File: config.mk
export PLATFORM = sky130hd
export DESIGN_NAME = systolic_feeder
export DESIGN_NICKNAME = d
export VERILOG_FILES = /design/src/rtl/systolic_pkg.sv /design/src/rtl/feeder_skew_line.sv /design/src/rtl/systolic_feeder.sv
export SDC_FILE = /design/constraint.sdc
export NUM_CORES = 1
export LEC_CHECK = 0
export ABC_AREA = 1
export CAP_MARGIN = 20
export CORE_UTILIZATION = 36
export CTS_CLUSTER_DIAMETER = 80
export CTS_CLUSTER_SIZE = 20
export DETAILED_ROUTE_END_ITERATION = 16
export GPL_ROUTABILITY_DRIVEN = 0
export HOLD_SLACK_MARGIN = 0.12
export PLACE_DENSITY = 0.83
export REMOVE_ABC_BUFFERS = 1
export SETUP_SLACK_MARGIN = 0.1
export SLEW_MARGIN = 20
export SYNTH_ARGS = -nofsm -noshare
export SYNTH_HDL_FRONTEND = slang
export SYNTH_HIERARCHICAL = 1
export SYNTH_SLANG_ARGS = --single-unit
File: constraint.sdc
create_clock -name i_clk -period 1.4 [get_ports i_clk]
set_input_delay 0.35 -clock i_clk [delete_from_list [all_inputs] [get_ports i_clk]]
set_output_delay 0.35 -clock i_clk [all_outputs]
set_load 0.02 [all_outputs]
File: src/rtl/systolic_pkg.sv
// Shared types and helpers for the systolic array feeder.
// FEEDER_SKEW_EN (when defined) selects the diagonally skewed edge build.
package systolic_pkg;

   typedef enum logic [2:0] {
      ST_IDLE,
      ST_SYNC,
      ST_STREAM,
      ST_FLUSH,
      ST_DONE
   } state_e;

   // PE input register plus accumulator register.
   localparam int PIPE_LAT = 2;

   // The skewed build must also drain the longest skew line (N-1 stages).
   function automatic int flush_len(input int n, input bit skew);
      return PIPE_LAT + (skew ? (n - 1) : 0);
   endfunction

   function automatic int lane_lo(input int lane, input int w);
      return lane * w;
   endfunction

endpackage

File: src/rtl/feeder_skew_line.sv
// Fixed-depth delay line for one edge lane; DEPTH=0 degenerates to a wire.
module feeder_skew_line #(
   parameter int WIDTH = 16,
   parameter int DEPTH = 0
) (
   input  logic             i_clk,
   input  logic             i_rst,
   input  logic [WIDTH-1:0] d_i,
   output logic [WIDTH-1:0] q_o
);

   generate
      if (DEPTH == 0) begin : g_wire
         logic unused_clk_rst;
         assign unused_clk_rst = i_clk ^ i_rst;
         assign q_o = d_i;
      end else begin : g_dly
         logic [DEPTH-1:0][WIDTH-1:0] sr_q;
         always_ff @(posedge i_clk) begin
            if (i_rst) begin
               sr_q <= '0;
            end else begin
               sr_q[0] <= d_i;
               for (int k = 1; k < DEPTH; k++) sr_q[k] <= sr_q[k-1];
            end
         end
         assign q_o = sr_q[DEPTH-1];
      end
   endgenerate

endmodule

File: src/rtl/systolic_feeder.sv
// Feeds A/B operand beats onto the PE array edges, bracketing each tile with
// sync, a zero flush and a done pulse. Define FEEDER_SKEW_EN for per-lane skew.
module systolic_feeder
   import systolic_pkg::*;
#(
   parameter int W     = 16,
   parameter int N     = 4,
   parameter int K_MAX = 255
) (
   input  logic                       i_clk,
   input  logic                       i_rst,
   input  logic                       s_valid,
   output logic                       s_ready,
   input  logic [N*W-1:0]             s_a,
   input  logic [N*W-1:0]             s_b,
   input  logic                       s_last,
   input  logic                       i_mode,
   output logic [N*W-1:0]             o_A_edge,
   output logic [N*W-1:0]             o_B_edge,
   output logic                       o_en,
   output logic                       o_sync,
   output logic                       o_mode,
   output logic                       o_done,
   output logic [$clog2(K_MAX+1)-1:0] o_beats,
   output logic                       o_ovf
);

   localparam int CW = $clog2(K_MAX + 1);
`ifdef FEEDER_SKEW_EN
   localparam bit SKEW = 1'b1;
`else
   localparam bit SKEW = 1'b0;
`endif
   localparam int FLUSH_LEN = flush_len(N, SKEW);
   localparam int FW        = $clog2(FLUSH_LEN + 1);

   state_e          state_q, state_d;
   logic [FW-1:0]   fcnt_q, fcnt_d;
   logic [N*W-1:0]  a_q, a_d, b_q, b_d;
   logic [CW-1:0]   beats_q, beats_d;
   logic            ovf_q, ovf_d, mode_q, mode_d;
   logic            ready_q, en_q, sync_q, done_q;
   logic            accept;

   assign accept = s_valid & ready_q;

   always_comb begin
      state_d = state_q;
      fcnt_d  = fcnt_q;
      a_d     = '0;
      b_d     = '0;
      beats_d = beats_q;
      ovf_d   = ovf_q;
      mode_d  = mode_q;
      case (state_q)
         ST_IDLE: if (s_valid) state_d = ST_SYNC;
         ST_SYNC: begin
            mode_d  = i_mode;
            beats_d = '0;
            ovf_d   = 1'b0;
            state_d = ST_STREAM;
         end
         ST_STREAM: begin
            // Idle cycles push zeros: a zero product is a harmless bubble.
            if (accept) begin
               a_d = s_a;
               b_d = s_b;
               if (beats_q == CW'(K_MAX)) ovf_d = 1'b1;
               else beats_d = beats_q + CW'(1);
               if (s_last) begin
                  state_d = ST_FLUSH;
                  fcnt_d  = FW'(FLUSH_LEN - 1);
               end
            end
         end
         ST_FLUSH: begin
            if (fcnt_q == '0) state_d = ST_DONE;
            else fcnt_d = fcnt_q - FW'(1);
         end
         ST_DONE: state_d = ST_IDLE;
         default: state_d = ST_IDLE;
      endcase
   end

   always_ff @(posedge i_clk) begin
      if (i_rst) begin
         state_q <= ST_IDLE;
         fcnt_q  <= '0;
         a_q     <= '0;
         b_q     <= '0;
         beats_q <= '0;
         ovf_q   <= 1'b0;
         mode_q  <= 1'b0;
         ready_q <= 1'b0;
         en_q    <= 1'b0;
         sync_q  <= 1'b0;
         done_q  <= 1'b0;
      end else begin
         state_q <= state_d;
         fcnt_q  <= fcnt_d;
         a_q     <= a_d;
         b_q     <= b_d;
         beats_q <= beats_d;
         ovf_q   <= ovf_d;
         mode_q  <= mode_d;
         // Strobes decoded from next state so they leave a flop directly.
         ready_q <= (state_d == ST_STREAM);
         en_q    <= (state_d == ST_SYNC) || (state_d == ST_STREAM) || (state_d == ST_FLUSH);
         sync_q  <= (state_d == ST_SYNC);
         done_q  <= (state_d == ST_DONE);
      end
   end

`ifdef FEEDER_SKEW_EN
   for (genvar i = 0; i < N; i++) begin : g_lane
      feeder_skew_line #(.WIDTH(W), .DEPTH(i)) u_skew_a (
         .i_clk (i_clk),
         .i_rst (i_rst),
         .d_i   (a_q[lane_lo(i, W) +: W]),
         .q_o   (o_A_edge[lane_lo(i, W) +: W])
      );
      feeder_skew_line #(.WIDTH(W), .DEPTH(i)) u_skew_b (
         .i_clk (i_clk),
         .i_rst (i_rst),
         .d_i   (b_q[lane_lo(i, W) +: W]),
         .q_o   (o_B_edge[lane_lo(i, W) +: W])
      );
   end
`else
   assign o_A_edge = a_q;
   assign o_B_edge = b_q;
`endif

   assign s_ready = ready_q;
   assign o_en    = en_q;
   assign o_sync  = sync_q;
   assign o_done  = done_q;
   assign o_mode  = mode_q;
   assign o_beats = beats_q;
   assign o_ovf   = ovf_q;

endmodule

[After elaboration in Yosys (flattened, before gate mapping)]
Index checks and enable logic that the tools add are counted.
Storage, ports and cells
  register bits after elaboration: 147
  latch bits: 0
  memory bits (writable): 0
  bits in read-only memories: 0
  output and inout bits: 142
  memories kept: 0
Operators by class
  add/sub/neg operators: 2
  $mul: 0
  div/mod/pow operators: 0
  $lt $le $gt $ge: 0
  equal/unequal tests: 13
  shift operators: 0
  multiplexer cells: 15
  bitwise operators: 3
  reductions and logical operators: 10
Operators with widths (number)
  $mux 8: 2
  $pmux 8 s2: 1
  $eq 3x2->1 const B: 4
  $mux 3: 4
  $pmux 3 s4: 1
  $ne 2x2->1 const B: 5
  $add 8x1->8 const B: 1
  $eq 8x8->1 const B: 1
  $eq 3x1->1 const B: 2
  $mux 2: 3
  $reduce_and 3->1: 2
  $pmux 2 s2: 1
  $reduce_and 4->1: 1
  $reduce_bool 2->1: 2
  $eq 3x3->1 const B: 1
  $logic_not 3->1: 1
  $reduce_or 3->1: 1
  $logic_not 2->1: 1
  $logic_or 1x1->1: 2
  $mux 1: 2
  $not 1->1: 2
  $pmux 1 s2: 1
  $sub 2x1->2 const B: 1
  $and 1x1->1: 1

[Depth between registers and ports, before layout]
  depth after elaboration: 6
  depth in mapped cells: 9

[Worst setup path before layout]
No wires, ideal clock.
  path kind: reg-to-reg
  from: reg beats_q[0] (netlist: o_beats[0])
  to: reg beats_q[6] (netlist: o_beats[6])
  library setup time: 110 ps
  data arrival time: 1358 ps
  path slack: -69 ps
  cell stages (with the launch flop): 10
  path buffers: 1
  period minus slack after synthesis: 1469 ps
  cell sequence: dfxtp_1 -> ha_1 -> nand3_1 -> inv_1 -> nand3_2 -> buf_6 -> nand3_1 -> nand2_1 -> inv_1 -> nor2_2
On the way
  longest elaborated chain between the ends: 4
RTL lines
  from (decl): line systolic_feeder.sv:40  | logic [CW-1:0] beats_q, beats_d;
  from (signal assigned): line systolic_feeder.sv:103  | beats_q <= beats_d;
  $add 8x1->8: line systolic_feeder.sv:69  | else beats_d = beats_q + CW'(1);
  $mux 8: line systolic_feeder.sv:68  | if (beats_q == CW'(K_MAX)) ovf_d = 1'b1;
  $mux 8: line systolic_feeder.sv:65  | if (accept) begin
  $pmux 8 s2: line systolic_feeder.sv:55  | case (state_q)
Several ways; a longest one is shown, not always the timed one. The select of a mux whose other input is x is not followed.
A chain may end at the register's enable or synchronous reset.

[Worst setup path in the final report]
  from: reg state_q[1]
  to: reg a_q[25] (netlist: o_A_edge[25])
On the way
  longest elaborated chain between the ends: 3
RTL lines
  from (decl): line systolic_feeder.sv:37  | state_e state_q, state_d;
  from (signal assigned): line systolic_feeder.sv:99  | state_q <= state_d;
  $eq 3x2->1: line systolic_feeder.sv:55
  $not 1->1 (no line)
  $reduce_or 3->1 (no line)
  to (signal assigned): line systolic_feeder.sv:89  | a_q <= '0;
  to (signal assigned): line systolic_feeder.sv:101  | a_q <= a_d;
  to (decl): line systolic_feeder.sv:39  | logic [N*W-1:0] a_q, a_d, b_q, b_d;
Every way passes these cells.

==> summary.md <==
| Metric | Value |
|---|---|
| Place WS | -0.306 ns |
| Share of synthesized registers carrying an async set or reset | 0% |
| Final worst setup slack | 0.0241 ns |
| Post-synthesis mux area share | 0% |
| Critical path arrival | 1.72 ns |
| Worst Setup End Kind | register |
| Post-synthesis compound-gate area fraction | 1.03% |
| Top cells by area, synth | dfxtp_1 53%, nor2_4 21%, inv_1 10% |
| Post-route ant nets | 0 |
| Leakage Power | 4.45 nW |
| Die footprint | 16000 µm² |
| Synth Area in Adders | 0.450% |
| Vias in the first global route | 4110 |
| Slew HR | 84.3% |
| Die Width | 126 µm |
| First-pass GRT wire length | 20.4 mm |
| CP max stage cell | dfxtp_2 |
| Clock Power Share | 47.4% |
| Initial Util | 36.7% |
| Top post-synthesis cells by count | 151 x inv_1, 147 x dfxtp_1, 102 x nor2_4 |
| Share of the yosys chip area belonging to registers | 52.9% |
| Vias per std cell | 4.10 |
| HPWL Detailed | 10.0 mm |
| Fin crit period | 1.38 ns |
| DRC viols | 0 |
| Post-synth EDFFs | 0 |
| P per Cell Area | 1060 nW/µm² |
| CP Cell Sequence | inv_4, nor2_8, nand2_4, nor2_4, buf_12, nand2_8, clkbuf_16, nor2_1 |
| R2R Path Start | state_q[1] |
| WL/cell | 14.1 µm |
| Seq pwr share | 44.2% |
| Vias | 4391 |
| Area delta synth->final | 61.9% |
| Clk Tree Root Cell | clkbuf_16 |
| Distinct cells, synth | 23 |
| Num rows | 45 |
| Status | finished clean |
| Max Fclk | 727 MHz |
| Critical path peak fanout | 10 |
| Setup-failing EPs final | 0 |
| Total routed wirelength | 15.1 mm |
| CTS buffer count | 17 |
| Reg clk slew, reported paths | 0.06 ns |
| Total power | 0.00955 W |
| Clock Skews | 0.00778 ns |
| Synth Area in XOR/XNOR | 0% |
| Max Cap Viol | 0 |
| Launch point of the worst path | state_q[1] |
| Largest family of logic cells by synthesized area | simple AND/OR/NAND/NOR gates |
| Initial antenna violation count | 0 |
| Antenna cells | 0 |
| Pre-antenna DRT Iters | 4 |
| RSZ-0062 raised after global routing | yes |
| Crit path required time | 1.75 ns |
| Sw power | 0.00205 W |
| Worst-Skew Late Latency | 0.41 ns |
| CTS hold repair buffers | 0 |
| Synth Area per Inst | 10.1 µm² |
| Core area | 15100 µm² |
| Clock sinks | 147 |
| Placed Instances | 1018 |
| Gate power share | 8.3% |
| CTS Buffer Depth | 2 |
| Netlist Area Pre-Place | 5560 µm² |
| Worst stage delay on the critical path | 0.36 ns |
| Worst hold start | i_rst |
| Max Transition Viols Final | 0 |
| Internal Pwr Total | 0.00749 W |
| Remaining Overflow, GRT | 0 |
| CTS tree | yes |
| Setup TNS | 0 ns |
| Bufs and invs on worst path | 3 |
| Largest net degree at the start of global routing | 29 |
| CP startpoint kind | register |
| Top_reg_cell synth | dfxtp_1 |
| Final Hold Fails | 0 |
| Fin cells | 1070 |
| Switching share of total power | 21.5% |
| Ports | 275 |
| Cell taking the most area after synthesis | dfxtp_1 |
| #FFs+latches synth | 147 |
| Layout cell share with drive strength beyond 1 | 41.4% |
| Post-synthesis simple-gate area fraction | 30.3% |
| Port Buf Inserts | 274 |
| Most frequent cell after synthesis | inv_1 |
| Hold Crit Class | input pin to register |
| Synth top area share | 52.9% |
| Syn Inst Count | 551 |
| Net count, final | 1005 |
| Crit share post-route | 98.3% |
| Worst setup path category | register to register |
| GRT Total Usage | 16.9% |
| VDD IR max | 0.000756 V |
| Height of the die | 126 µm |
| Worst-margin pin slew | 0.235 ns |
| CTS H-Tree Depth | 4 |
| Ys Warns | 6 |
| Top delay family on crit path | simple AND/OR/NAND/NOR gates |
| 1st-iter DRT viols | 140 |
worst paths after layout:
path	end	slack [ns]	depth (start not counted)
worst min register to register	o_mode	0.44	2
worst max register to register	o_A_edge[25]	0.02	8
worst min-delay path	o_beats[4]	0.42	3
worst max-delay path	o_A_edge[25]	0.02	8
cell usage in the layout (no fill, tap or decap), types with 2 or more instances in the layout:
cell type        count
nor2_4             106
buf_16               5
nand2_1             32
buf_6                6
clkinvlp_4           3
nand2_8              2
buf_12               5
clkbuf_16           24
bufinv_16            3
clkinv_2             4
nand3_4              3
dfxtp_4              2
nor2_1              38
nand2_2              3
dfxtp_2              9
inv_1              147
o21ai_0              3
nand2_4              4
nand3_1             14
buf_2              131
inv_2                5
dfxtp_1            136
nor2_2               7
buf_4               29
clkbuf_1             3
clkdlybuf4s50_1    131
a21oi_1              4
nor3_1               4
nand3_2              5
stage by stage:
step	hold WS, ns	cell area, µm²	util (%)
global route	0.415	9000	59.4
global placement	0.430	8520	56.3
detailed placement	0.437	8520	56.3
finish	0.423	9000	59.4
floorplan	0.419	5290	-
CTS	0.442	8490	56.1
layer usage:
| metal | GRT usage [%] | wire length, µm | up-vias |
|---|---|---|---|
| met4 | 5.24 | 278 | 0 |
| li1 | - | - | 2183 |
| met5 | 0 | 0 | - |
| met1 | 17.2 | 5700 | 1996 |
| met3 | 7.55 | 1160 | 22 |
| met2 | 30.8 | 7960 | 190 |
flip-flops by register name (all words and copies together) (netlist names):
signal and count:
o_A_edge 64, o_beats 8, state_q 3, s_ready 1, o_done 1, o_en 1
o_mode 1, fcnt_q 2, o_B_edge 64, o_ovf 1, o_sync 1
power by group through the flow:
stage	clock network [W]	logic [W]	registers (W)
detailed placement	0	0.000748	0.00431
floorplan	0	0.000251	0.00434
global placement	0	0.000737	0.00431
CTS	0.00462	0.000740	0.00422
global route	0.00480	0.000855	0.00422
finish	0.00453	0.000797	0.00422
final cells by class:
cell class | instances | area [µm²]
Fill cell | 1251 | 6140
Sequential cell | 147 | 2960
Timing Repair Buffer | 316 | 2690
Multi-Input combinational cell | 234 | 1940
Inverter | 154 | 584
Clock buffer | 21 | 450
Tap cell | 188 | 235
Clock inverter | 10 | 134
worst register-to-register path, cell delays in order, from the launching register on:
cell and delay (ns):
dfxtp_2 0.36, inv_4 0.06, nor2_8 0.14, nand2_4 0.08, nor2_4 0.10, buf_12 0.15
nand2_8 0.11, clkbuf_16 0.22, nor2_1 0.09
logic make-up after synthesis:
kind of cell	Yosys count
compound gates	11
fa+ha+maj	2
buf+inv	172
flops	147
simple gates	219
what timing repair did:
item / CTS / global route
resized for setup: 595 / 56
setup endpoints to repair: 206 / 149
buffers inserted: 1 / 8
cloned: 1 / 11
pin swaps: 2 / 13
Power figures use the tool's default switching activity.
